==> src/rtl/gf2_poly_div_pkg.sv <==
// Shared types, widths and helpers for the GF(2) polynomial divider and its neighbours.
package gf_pkg;

    localparam int unsigned W     = 4;
    localparam int unsigned DVD_W = 2 * W - 1;
    localparam int unsigned REM_W = W - 1;
    localparam int unsigned DEG_W = $clog2(W);
    localparam int unsigned CNT_W = $clog2(DVD_W);

    typedef enum logic [1:0] {
        IDLE,
        DIV,
        DONE
    } state_t;

    // Index of the highest set coefficient; 0 for the zero polynomial.
    function automatic logic [DEG_W-1:0] poly_degree(input logic [W-1:0] p);
        poly_degree = '0;
        for (int i = 0; i < int'(W); i++) begin
            if (p[i]) poly_degree = DEG_W'(i);
        end
    endfunction

endpackage

==> src/rtl/gf2_poly_div_if.sv <==
// Dividend/divisor request and quotient/remainder response handshake bundle.
interface gf2_poly_div_if;
    import gf_pkg::*;

    logic             in_valid;
    logic             in_ready;
    logic [DVD_W-1:0] in_dividend;
    logic [W-1:0]     in_divisor;
    logic             out_valid;
    logic             out_ready;
    logic [DVD_W-1:0] out_quot;
    logic [REM_W-1:0] out_rem;
    logic             out_err;

    modport master (
        output in_valid, in_dividend, in_divisor, out_ready,
        input  in_ready, out_valid, out_quot, out_rem, out_err
    );

    modport slave (
        input  in_valid, in_dividend, in_divisor, out_ready,
        output in_ready, out_valid, out_quot, out_rem, out_err
    );

endinterface

==> src/rtl/gf2_poly_div_lead_one.sv <==
// W-bit priority encoder: leading-one index and zero flag of a polynomial.
module gf_lead_one
    import gf_pkg::*;
(
    input  logic [W-1:0]     poly,
    output logic [DEG_W-1:0] lead_c,
    output logic             zero_c
);

    assign lead_c = poly_degree(poly);
    assign zero_c = (poly == '0);

endmodule

==> src/rtl/gf2_poly_div.sv <==
// Sequential GF(2) long divider, one dividend bit per cycle.
// Define GF2_DIV_ZERO_CHECK_EN to short-cut a zero divisor with out_err set.
module gf2_poly_div
    import gf_pkg::*;
(
    input logic           clk,
    input logic           rst_n,
    gf2_poly_div_if.slave bus
);

    state_t           state, state_n;
    logic [REM_W-1:0] r, r_n;
    logic [DVD_W-1:0] q, q_n;
    logic [CNT_W-1:0] cnt, cnt_n;
    logic [DVD_W-1:0] dvd, dvd_n;
    logic [W-1:0]     dvs, dvs_n;
    logic [DEG_W-1:0] deg, deg_n;
    logic [W-1:0]     r_sh;
    logic             ready_n, valid_n;
    logic [DVD_W-1:0] quot_n;
    logic [REM_W-1:0] rem_n;
    logic [DEG_W-1:0] lead_deg;
    logic             lead_zero;
`ifdef GF2_DIV_ZERO_CHECK_EN
    logic             err, err_n;
`endif

    gf_lead_one u_lead (
        .poly   (bus.in_divisor),
        .lead_c (lead_deg),
        .zero_c (lead_zero)
    );

    // Next-state and datapath update.
    always_comb begin
        state_n = state;
        r_n     = r;
        q_n     = q;
        cnt_n   = cnt;
        dvd_n   = dvd;
        dvs_n   = dvs;
        deg_n   = deg;
        valid_n = bus.out_valid;
        quot_n  = bus.out_quot;
        rem_n   = bus.out_rem;
`ifdef GF2_DIV_ZERO_CHECK_EN
        err_n   = err;
`endif
        r_sh    = {r, dvd[cnt]};

        case (state)
            IDLE: begin
                if (bus.in_valid && bus.in_ready) begin
                    // A zero divisor divides a zeroed dividend, so Q and R stay 0.
                    dvd_n   = lead_zero ? '0 : bus.in_dividend;
                    dvs_n   = bus.in_divisor;
                    deg_n   = lead_deg;
                    r_n     = '0;
                    q_n     = '0;
                    cnt_n   = CNT_W'(DVD_W - 1);
                    state_n = DIV;
`ifdef GF2_DIV_ZERO_CHECK_EN
                    err_n   = lead_zero;
                    if (lead_zero) begin
                        state_n = DONE;
                        valid_n = 1'b1;
                        quot_n  = '0;
                        rem_n   = '0;
                    end
`endif
                end
            end
            DIV: begin
                if (r_sh[deg]) begin
                    r_sh     = r_sh ^ dvs;
                    q_n[cnt] = 1'b1;
                end
                r_n = r_sh[REM_W-1:0];
                if (cnt == '0) begin
                    state_n = DONE;
                    valid_n = 1'b1;
                    quot_n  = q_n;
                    rem_n   = r_sh[REM_W-1:0];
                end else begin
                    cnt_n = cnt - 1'b1;
                end
            end
            DONE: begin
                if (bus.out_ready) begin
                    state_n = IDLE;
                    valid_n = 1'b0;
                end
            end
            default: state_n = IDLE;
        endcase

        ready_n = (state_n == IDLE);
    end

    always_ff @(posedge clk) begin
        if (!rst_n) begin
            state         <= IDLE;
            r             <= '0;
            q             <= '0;
            cnt           <= '0;
            dvd           <= '0;
            dvs           <= '0;
            deg           <= '0;
            bus.in_ready  <= 1'b0;
            bus.out_valid <= 1'b0;
            bus.out_quot  <= '0;
            bus.out_rem   <= '0;
`ifdef GF2_DIV_ZERO_CHECK_EN
            err           <= 1'b0;
`endif
        end else begin
            state         <= state_n;
            r             <= r_n;
            q             <= q_n;
            cnt           <= cnt_n;
            dvd           <= dvd_n;
            dvs           <= dvs_n;
            deg           <= deg_n;
            bus.in_ready  <= ready_n;
            bus.out_valid <= valid_n;
            bus.out_quot  <= quot_n;
            bus.out_rem   <= rem_n;
`ifdef GF2_DIV_ZERO_CHECK_EN
            err           <= err_n;
`endif
        end
    end

`ifdef GF2_DIV_ZERO_CHECK_EN
    assign bus.out_err = err;
`else
    assign bus.out_err = 1'b0;
`endif

endmodule

==> src/flat_wrapper.sv <==
// flat-port wrapper written by rule: the top's interface ports become plain ports
module gf2_poly_div_flat import gf_pkg::*;
  (clk, rst_n, bus_in_valid, bus_in_dividend, bus_in_divisor, bus_out_ready, bus_in_ready, bus_out_valid, bus_out_quot, bus_out_rem, bus_out_err);
  gf2_poly_div_if bus_i ();
  input logic clk;
  input logic rst_n;
  input wire logic [$bits(bus_i.in_valid)-1:0] bus_in_valid;
  input wire logic [$bits(bus_i.in_dividend)-1:0] bus_in_dividend;
  input wire logic [$bits(bus_i.in_divisor)-1:0] bus_in_divisor;
  input wire logic [$bits(bus_i.out_ready)-1:0] bus_out_ready;
  output wire logic [$bits(bus_i.in_ready)-1:0] bus_in_ready;
  output wire logic [$bits(bus_i.out_valid)-1:0] bus_out_valid;
  output wire logic [$bits(bus_i.out_quot)-1:0] bus_out_quot;
  output wire logic [$bits(bus_i.out_rem)-1:0] bus_out_rem;
  output wire logic [$bits(bus_i.out_err)-1:0] bus_out_err;
  assign bus_i.in_valid = bus_in_valid;
  assign bus_i.in_dividend = bus_in_dividend;
  assign bus_i.in_divisor = bus_in_divisor;
  assign bus_i.out_ready = bus_out_ready;
  assign bus_in_ready = bus_i.in_ready;
  assign bus_out_valid = bus_i.out_valid;
  assign bus_out_quot = bus_i.out_quot;
  assign bus_out_rem = bus_i.out_rem;
  assign bus_out_err = bus_i.out_err;
  gf2_poly_div u_core (.clk(clk), .rst_n(rst_n), .bus(bus_i));
endmodule
==> config.mk <==
export PLATFORM = sky130hd
export DESIGN_NAME = gf2_poly_div_flat
export DESIGN_NICKNAME = d
export VERILOG_FILES = /design/src/rtl/gf2_poly_div_pkg.sv /design/src/rtl/gf2_poly_div_if.sv /design/src/rtl/gf2_poly_div_lead_one.sv /design/src/rtl/gf2_poly_div.sv /design/src/flat_wrapper.sv
export SDC_FILE = /design/constraint.sdc
export NUM_CORES = 1
export LEC_CHECK = 0
export CORE_AREA = 5 5 68 70
export DETAILED_ROUTE_END_ITERATION = 10
export DIE_AREA = 0 0 73 75
export PLACE_DENSITY_LB_ADDON = 0.2
export SETUP_SLACK_MARGIN = 0.1
export SLEW_MARGIN = 10
export SYNTH_ARGS = -nofsm -noshare
export SYNTH_HDL_FRONTEND = slang
export SYNTH_SLANG_ARGS = --single-unit
export TNS_END_PERCENT = 50
==> constraint.sdc <==
create_clock -name clk -period 2.9 [get_ports clk]
set_input_delay 0.87 -clock clk [delete_from_list [all_inputs] [get_ports clk]]
set_output_delay 0.87 -clock clk [all_outputs]
set_load 0.03 [all_outputs]
* Word level (Yosys, flattened, before mapping)
Cells that the tools add are included.
Operators by class: shift operators 0, multiplexer cells 26, bitwise logic cells 2, div/mod/pow operators 0, reduce and logical (&&, ||, !) cells 13, $mul 0, add/subtract/negate cells 1, equality and inequality tests 6, magnitude comparators 3
Operators by type and width (number):
- 7-bit 2-to-1 mux | 3
- 7-bit one-hot mux with 2 select lines | 1
- 3-bit 2-to-1 mux | 4
- 3-bit one-hot mux with 2 select lines | 2
- 2-bit 2-to-1 mux | 5
- 7-bit bitwise OR | 1
- 1-bit 2-to-1 mux | 6
- 2-bit one-hot mux with 3 select lines | 1
- 2-bit AND reduction | 3
- 3-bit AND reduction | 2
- 2-bit zero test | 2
- 4-bit zero test | 1
- 3-bit by 4-bit less-than comparator with 1-bit output (second input constant) | 1
- 2-bit by 1-bit inequality test with 1-bit output (second input constant) | 2
- 2-bit inequality test (second input constant) | 2
- 2-bit nonzero test | 2
- 1-bit binary-select mux with 3-bit select | 1
- 1-bit demux with 3-bit select | 1
- 3-bit by 1-bit >= comparator with 1-bit output (second input constant) | 1
- 3-bit zero test | 1
- 2-bit by 3-bit less-than comparator with 1-bit output (second input constant) | 1
- 3-bit by 1-bit subtractor with 3-bit output (second input constant) | 1
- 3-bit bitwise XOR | 1
- 1-bit binary-select mux with 2-bit select | 1
- other kinds (4) | 5
Storage, ports and cells: latch bits 0, memories kept 0, register bits 39, RAM bits 0, output and inout port bits 13, ROM bits 0, logic and storage cells 62

* Longest topological paths before layout
Gate-level depths: netlist (run 1).
depth in word-level cells 7, depth in mapped cells 9, gate-level depth less buffers 7

* Modules after synthesis
Synthesis (run 1) repeated with hierarchy kept, for this count alone.
Unflattened totals: cells, all modules 225, area total of the unflattened synthesis 1871.8 um^2
Modules (own cells, without submodules):
- gf2_poly_div | seq. area each 780.7 um^2, instances 1, cells each 221, area an instance 1840.5 um^2
- gf_lead_one | seq. area each 0.0 um^2, instances 1, cells each 4, area an instance 31.3 um^2

* Least setup slack after synthesis (run 1)
Ideal clock, no wire load.
path type input to register, from input bus_in_valid, to register u_core.dvd[0], setup time 0.066 ns, data arrival time 1.849 ns, setup slack 0.986 ns, stages 6, required time 2.834 ns, path through nand2_1 -> or3_1 -> clkbuf_1 -> nor2_1 -> a22oi_1 -> nor2b_1
Between the ends: longest elaborated chain between the ends 2
RTL lines:
- start, declared | RTL line flat_wrapper.sv:7 | input wire logic [$bits(bus_i.in_valid)-1:0] bus_in_valid;
- 1-bit logical AND | RTL line gf2_poly_div.sv:53 | if (bus.in_valid && bus.in_ready) begin
- 2-bit AND reduction (no line)
- end signal, assigned | RTL line gf2_poly_div.sv:121 | dvd <= dvd_n;
- end, declared | RTL line gf2_poly_div.sv:15 | logic [DVD_W-1:0] dvd, dvd_n;
Every way passes these cells. A chain may end at the register's enable or synchronous reset.

* Final worst setup path (run 1)
Same ends and word-level chain as after synthesis.

==> metrics, run 1 <==
status=finished, final reports clean; Crit. End Element=register; via count=1564; leak pwr=0.847 nW; TritonCTS Sinks=39; area fraction of the dominant cell type after synthesis=41.2%; worst hold path class=reg -> reg; Max Fclk=0.453 GHz; period utilisation layout=76.1%; most used routing layer=met2; CORE AREA=3910 um2; dominant cell type by area after synthesis=dfxtp_1; Final min period=2.21 ns; worst setup margin=0.694 ns; die area=5480 um2; Max clock buf depth=2; # DRC=0; htree depth=2; Cell Area, Synth=1890 um2; Cells after Synth=214; final core occ=59.0%; vias in the first global route=1474; I/O Buffers=26; setup bufs post-CTS=0; CP required=3.13 ns; synth unique cells=49; Synth Net Count=231; MaxCap Viol Count=0; Boundary Pins=28; first-pass GRT wire length=6780 um; starting density of the core=48.4%; met3 Usage GRT=4.41%; Slew Limit Fails=0; critical path type=in -> reg; cells taking the most area after synthesis=dfxtp_1 (41%), nand2_1 (4.8%), nor2b_1 (4.3%); Final Skew=0.00885 ns; CTS resizes=0; share of layout cells above drive strength 1=10.3%; WL final=3950 um; #FFs+latches synth=39; post-DR vias/cell=5.34; Final GP Congestion=0.796; GRT Overall Usage=15.8%; # diodes=0; count leader, synth=dfxtp_1; Synth Area per Inst=8.85 um2; # hold bufs at CTS=0; Max VDD drop=345 uV; CTS tree=done; Synth Flop Type=dfxtp_1; Layout Area Growth over Synthesis=21.9%; drt wl/cell=13.5 um; EDFF count, synth=0; Final #Nets=259; crit start category=input port; top post-synthesis cells by count=dfxtp_1 (39), nand2_1 (24), o21ai_0 (15); Post-DRT Antenna Nets=0; clk_lat worst skew=0.29 ns; drt pass-1 iters=4; setup TNS=0 ns; Fin Hold WS=0.461 ns; initial antenna violation count=0; pin count of the biggest net entering global routing=24; worst-path fanout max=7; Die Wd=73 um; Num CTS Buffers=5; iteration-0 DRC count of the detailed router=100; Fin. Hold Viols=0; warnings from Yosys=0; Root Buffer=clkbuf_8; pwr dens=602 nW/um2; WP data arrival=2.43 ns; DP Area=2200 um2; dpl ws=0.379 ns; Setup violations, final=0; M1 GR Usage=20.8%; Final Cell Area=2310 um2; total gr overflow=0; RSZ-0062 raised after global routing=false; Die H=75 um; sequential share of the synthesized area=41.2%; met2 Resource Use GR=24.4%; Post-synth ARST share=0%; clock slew at reported path FFs=0.08 ns; HPWL after detailed placement=2860 um; Fillers=365; FP Rows=23
-- flip-flops by register name, summed over array words and instances, names as in the netlist --
name / cells
u_core.bus.out_rem: 3
u_core.cnt: 3
u_core.bus.in_ready: 1
u_core.q: 7
u_core.state: 2
u_core.bus.out_valid: 1
u_core.dvd: 7
u_core.r: 3
u_core.bus.out_quot: 7
u_core.deg: 2
u_core.dvs: 3
-- cells in the final DEF (no fill, tap or decap), types with 2 or more instances in the layout --
master / count
clkbuf_8: 7
nor3_1: 3
a22oi_1: 7
nor2_1: 10
nor2b_1: 13
inv_1: 8
a22o_1: 2
mux2i_1: 5
o211a_1: 2
a21boi_0: 6
o21ai_0: 15
nor4_1: 2
nand2b_1: 6
ha_1: 2
o221ai_1: 2
a21o_1: 2
and2_1: 4
a21oi_1: 10
dfxtp_1: 39
nand3_1: 6
a31oi_1: 5
nand2_1: 24
nand3b_1: 2
nor3b_1: 2
o22ai_1: 4
clkdlybuf4s50_1: 26
buf_4: 7
-- layer usage --
| layer | part of all wire (%) | up-vias |
|---|---|---|
| met5 | 0 | - |
| met4 | 1.6 | 0 |
| met3 | 2.8 | 7 |
| met2 | 45 | 22 |
| met1 | 50 | 722 |
| li1 | - | 813 |
-- through the flow --
step / total power, mW / instances
3_3_place_gp: 0.993 / 285
3_5_place_dp: 0.994 / 285
4_1_cts: 1.40 / 293
6_report: 1.39 / 293
5_1_grt: 1.47 / 293
2_1_floorplan: 0.887 / 214
-- final cells by class --
| class | count | area (um2) | share of cell area (%) |
|---|---|---|---|
| clock buffer | 7 | 96.3 | 4.17 |
| clock inverter | 1 | 7.51 | 0.325 |
| inverter | 8 | 30.0 | 1.30 |
| multi-input combinational | 155 | 1020 | 44.1 |
| sequential | 39 | 781 | 33.8 |
| tap | 50 | 62.6 | 2.71 |
| timing repair buffer | 33 | 313 | 13.6 |
-- cell families after synthesis --
kind of cell               after synthesis  share of synthesized area (%)
muxes                                    7                           4.16
other                                    1                          0.198
AOI/OAI and AO/OA                       65                           24.7
adders and majority gates                2                           1.32
and+or+nand+nor                         79                           22.6
buffers and inverters                   20                           5.29
DFF                                     39                           41.2
xor gates and xnor gates                 1                          0.463
-- worst max-delay path: stages --
cell and delay, ns:
clkdlybuf4s50_1 0.47, nand2_1 0.07, or3_1 0.36, nor2_1 0.41, a22oi_1 0.12, nor2b_1 0.13
-- where the power goes --
part	switching (mW)	total, mW	internal (mW)
sequential	0.0502	0.631	0.581
clock	0.191	0.408	0.216
combinational	0.192	0.351	0.159
-- final timing paths --
path         cells after the start                    from  slack (ns)                     end
min reg2reg                      2  u_core.bus.out_quot[5]        0.46  u_core.bus.out_quot[5]
min                              2  u_core.bus.out_quot[5]        0.46  u_core.bus.out_quot[5]
max reg2reg                      6           u_core.cnt[1]        1.03             u_core.q[6]
max                              6            bus_in_valid        0.69           u_core.dvd[0]
Note: power is estimated with default switching activity, not from simulation.
==> inputs of run 2 (changes only) <==
CORE_AREA = 5 5 69 71   (was 5 5 68 70)
DIE_AREA = 0 0 74 76   (was 0 0 73 75)
clock period = 1.92 ns   (was 2.9 ns; I/O delays follow)
==> run 2 against run 1 <==
Compared with the run above: critical path depth shrank 1; critical endpoint is now u_core.q[4]; clock power grew 38%; largest cell class unchanged; clock skew shrank 0.0059 ns; global-route usage grew 0.37 points.
==> metrics, run 2 (synthesized netlist as in run 1, its figures left out) <==
Comb power frac=28.0% (+2.7 points); clk_lat worst skew=0.29 ns (about the same); I/O Buffers=26 (unchanged); Boundary Pins=28 (unchanged); WP buf/inv=1 (unchanged); Post-DRT Antenna Nets=0 (unchanged); Fin. Hold Viols=0 (unchanged); Max clock buf depth=2 (unchanged); Max Fclk=0.558 GHz; # diodes=0 (unchanged); pwr dens=869 nW/um2 (+44%); iteration-0 DRC count of the detailed router=101 (+1.0%); htree depth=2 (unchanged); initial antenna violation count=0 (unchanged); sw power=669 uW (+54%); leak pwr=1.04 nW (+23%); WL final=4320 um (+9.4%); Root Buffer=clkbuf_8; Final Cell Area=2420 um2 (+4.7%); MaxCap Viol Count=0 (unchanged); period utilisation layout=93.4%; switching share of total power=31.9% (+0.67 points); FP Rows=24 (+4.3%); crit start category=input port; status=finished, final reports clean; Fin Hold WS=0.461 ns (+0.000317 ns); setup bufs post-CTS=0 (unchanged); pin count of the biggest net entering global routing=20 (-17%); Final min period=1.79 ns; most frequent cells in the layout=dfxtp_1 (37), nand2_1 (24), buf_4 (18); share of layout cells above drive strength 1=15.7% (+5.5 points); clock slew at reported path FFs=0.07 ns (about the same); worst hold path class=reg -> reg; HPWL after detailed placement=3120 um (+9.2%); CORE AREA=4170 um2 (+6.6%); total gr overflow=0 (unchanged); CP delay by family, top=simple AND/OR/NAND/NOR gates; Top Registers=u_core.bus.out_quot (7), u_core.dvd (7), u_core.q (7); Crit. End Element=register; Die Wd=74 um (+1.4%); GRT Overall Usage=16.2% (+0.37 points); CP peak stage delay=0.48 ns (about the same); RSZ-0062 raised after global routing=true; worst-path fanout max=5 (-2); Num CTS Buffers=5 (unchanged); Max VDD drop=585 uV (+69%); die area=5620 um2 (+2.7%); starting density of the core=45.4% (-3.0 points); critical path type=in -> reg; Slew Limit Fails=0 (unchanged); Int Pwr=1.43 mW (+50%); commonest non-fill, non-tap cell in the layout=dfxtp_1; CP required=2.11 ns (-1.02 ns); Final #Nets=271 (+4.6%); DP Area=2290 um2 (+4.1%); post-DR vias/cell=5.31 (-0.45%); Final GP Congestion=0.858 (+7.8%); CP max stage cell=clkdlybuf4s50_1; first-pass GRT wire length=7310 um (+7.9%); TritonCTS Sinks=39 (unchanged); Clock Power Share=26.8% (-2.5 points); CP cell instances=clkdlybuf4s50_1 > nand2_1 > or3_4 > and2_1 > a22o_1; Final Skew=0.00291 ns (-0.00594 ns); Layout Area Growth over Synthesis=27.7%; WP data arrival=1.98 ns (-0.45 ns); vias in the first global route=1639 (+11%); # DRC=0 (unchanged); part of the power in registers=45.2% (-0.2 points); CTS tree=done; Die H=76 um (+1.3%); via count=1626 (+4.0%); drt wl/cell=14.1 um (+4.7%); drt pass-1 iters=4 (unchanged); # hold bufs at CTS=0 (unchanged); Setup violations, final=0 (unchanged)
-- run 2: cell types whose count changed in the layout (fill, tap and decap cells not counted), sizes merged --
cell           previous run  this run
clkbuf                    7         6
buf                       7        18
clkdlybuf4s15             0         1
clkinvlp                  1         0
clkinv                    0         1
clkdlybuf4s50            26        14
dlygate4sd2               0         6
dlymetal6s2s              0         6
-- run 2: final cells by class --
class                           instances  area, um2
Multi-Input combinational cell        155       1040
Inverter                                8       30.0
Clock inverter                          1       5.00
Tap cell                               52       65.1
Clock buffer                            6       82.6
Sequential cell                        39        783
Timing Repair Buffer                   45        414
Fill cell                             386       1760
-- run 2: repair_timing --
action	4_1_cts	5_1_grt
resized for setup	8	8
gates cloned	0	1
pin swaps	0	1
endpoints found under the hold margin	0	0
setup endpoints to repair	14	23
-- run 2: power groups by stage --
stage / registers, mW / logic (mW) / clock network, mW
after CTS: 0.948 / 0.576 / 0.577
after global routing: 0.963 / 0.649 / 0.615
after global placement: 0.964 / 0.578 / 0
after floorplan: 0.985 / 0.357 / 0
after detailed placement: 0.966 / 0.580 / 0
final: 0.950 / 0.589 / 0.562
-- run 2: routing by layer --
metal  routed length, um  vias to the layer above  share of wire (%)  track usage (%)
met1                2020                      749                 47             21.0
met4                  61                        0                1.4             5.62
met5                   0                        -                  0                0
li1                    -                      839                  -                -
met2                2070                       32                 48             25.3
met3                 171                        6                4.0             4.75
-- run 2: worst paths after layout --
path         cells past startpoint  slack, ns                    from                endpoint
max                              5       0.13            bus_in_valid             u_core.q[4]
min                              2       0.46  u_core.bus.out_quot[5]  u_core.bus.out_quot[5]
max reg2reg                      5       0.14           u_core.cnt[1]             u_core.q[6]
min reg2reg                      2       0.46  u_core.bus.out_quot[5]  u_core.bus.out_quot[5]
-- run 2: worst min-delay path: stages, from the launching register on --
cell and delay, ns:
dfxtp_1 0.31, nand2_1 0.05, a21boi_0 0.06
-- run 2: per-stage QoR --
step                util (%)  TNS (ns)  setup slack [ns]  power (mW)  cells
global route            57.9         0            0.0687        2.23    306
CTS                     57.0         0            0.0441        2.10    305
floorplan                  -         0             0.129        1.34    214
detailed placement      55.0     -2.66            -0.216        1.55    298
global placement        55.0     -2.53            -0.206        1.54    298
finish                  57.9         0             0.127        2.10    306
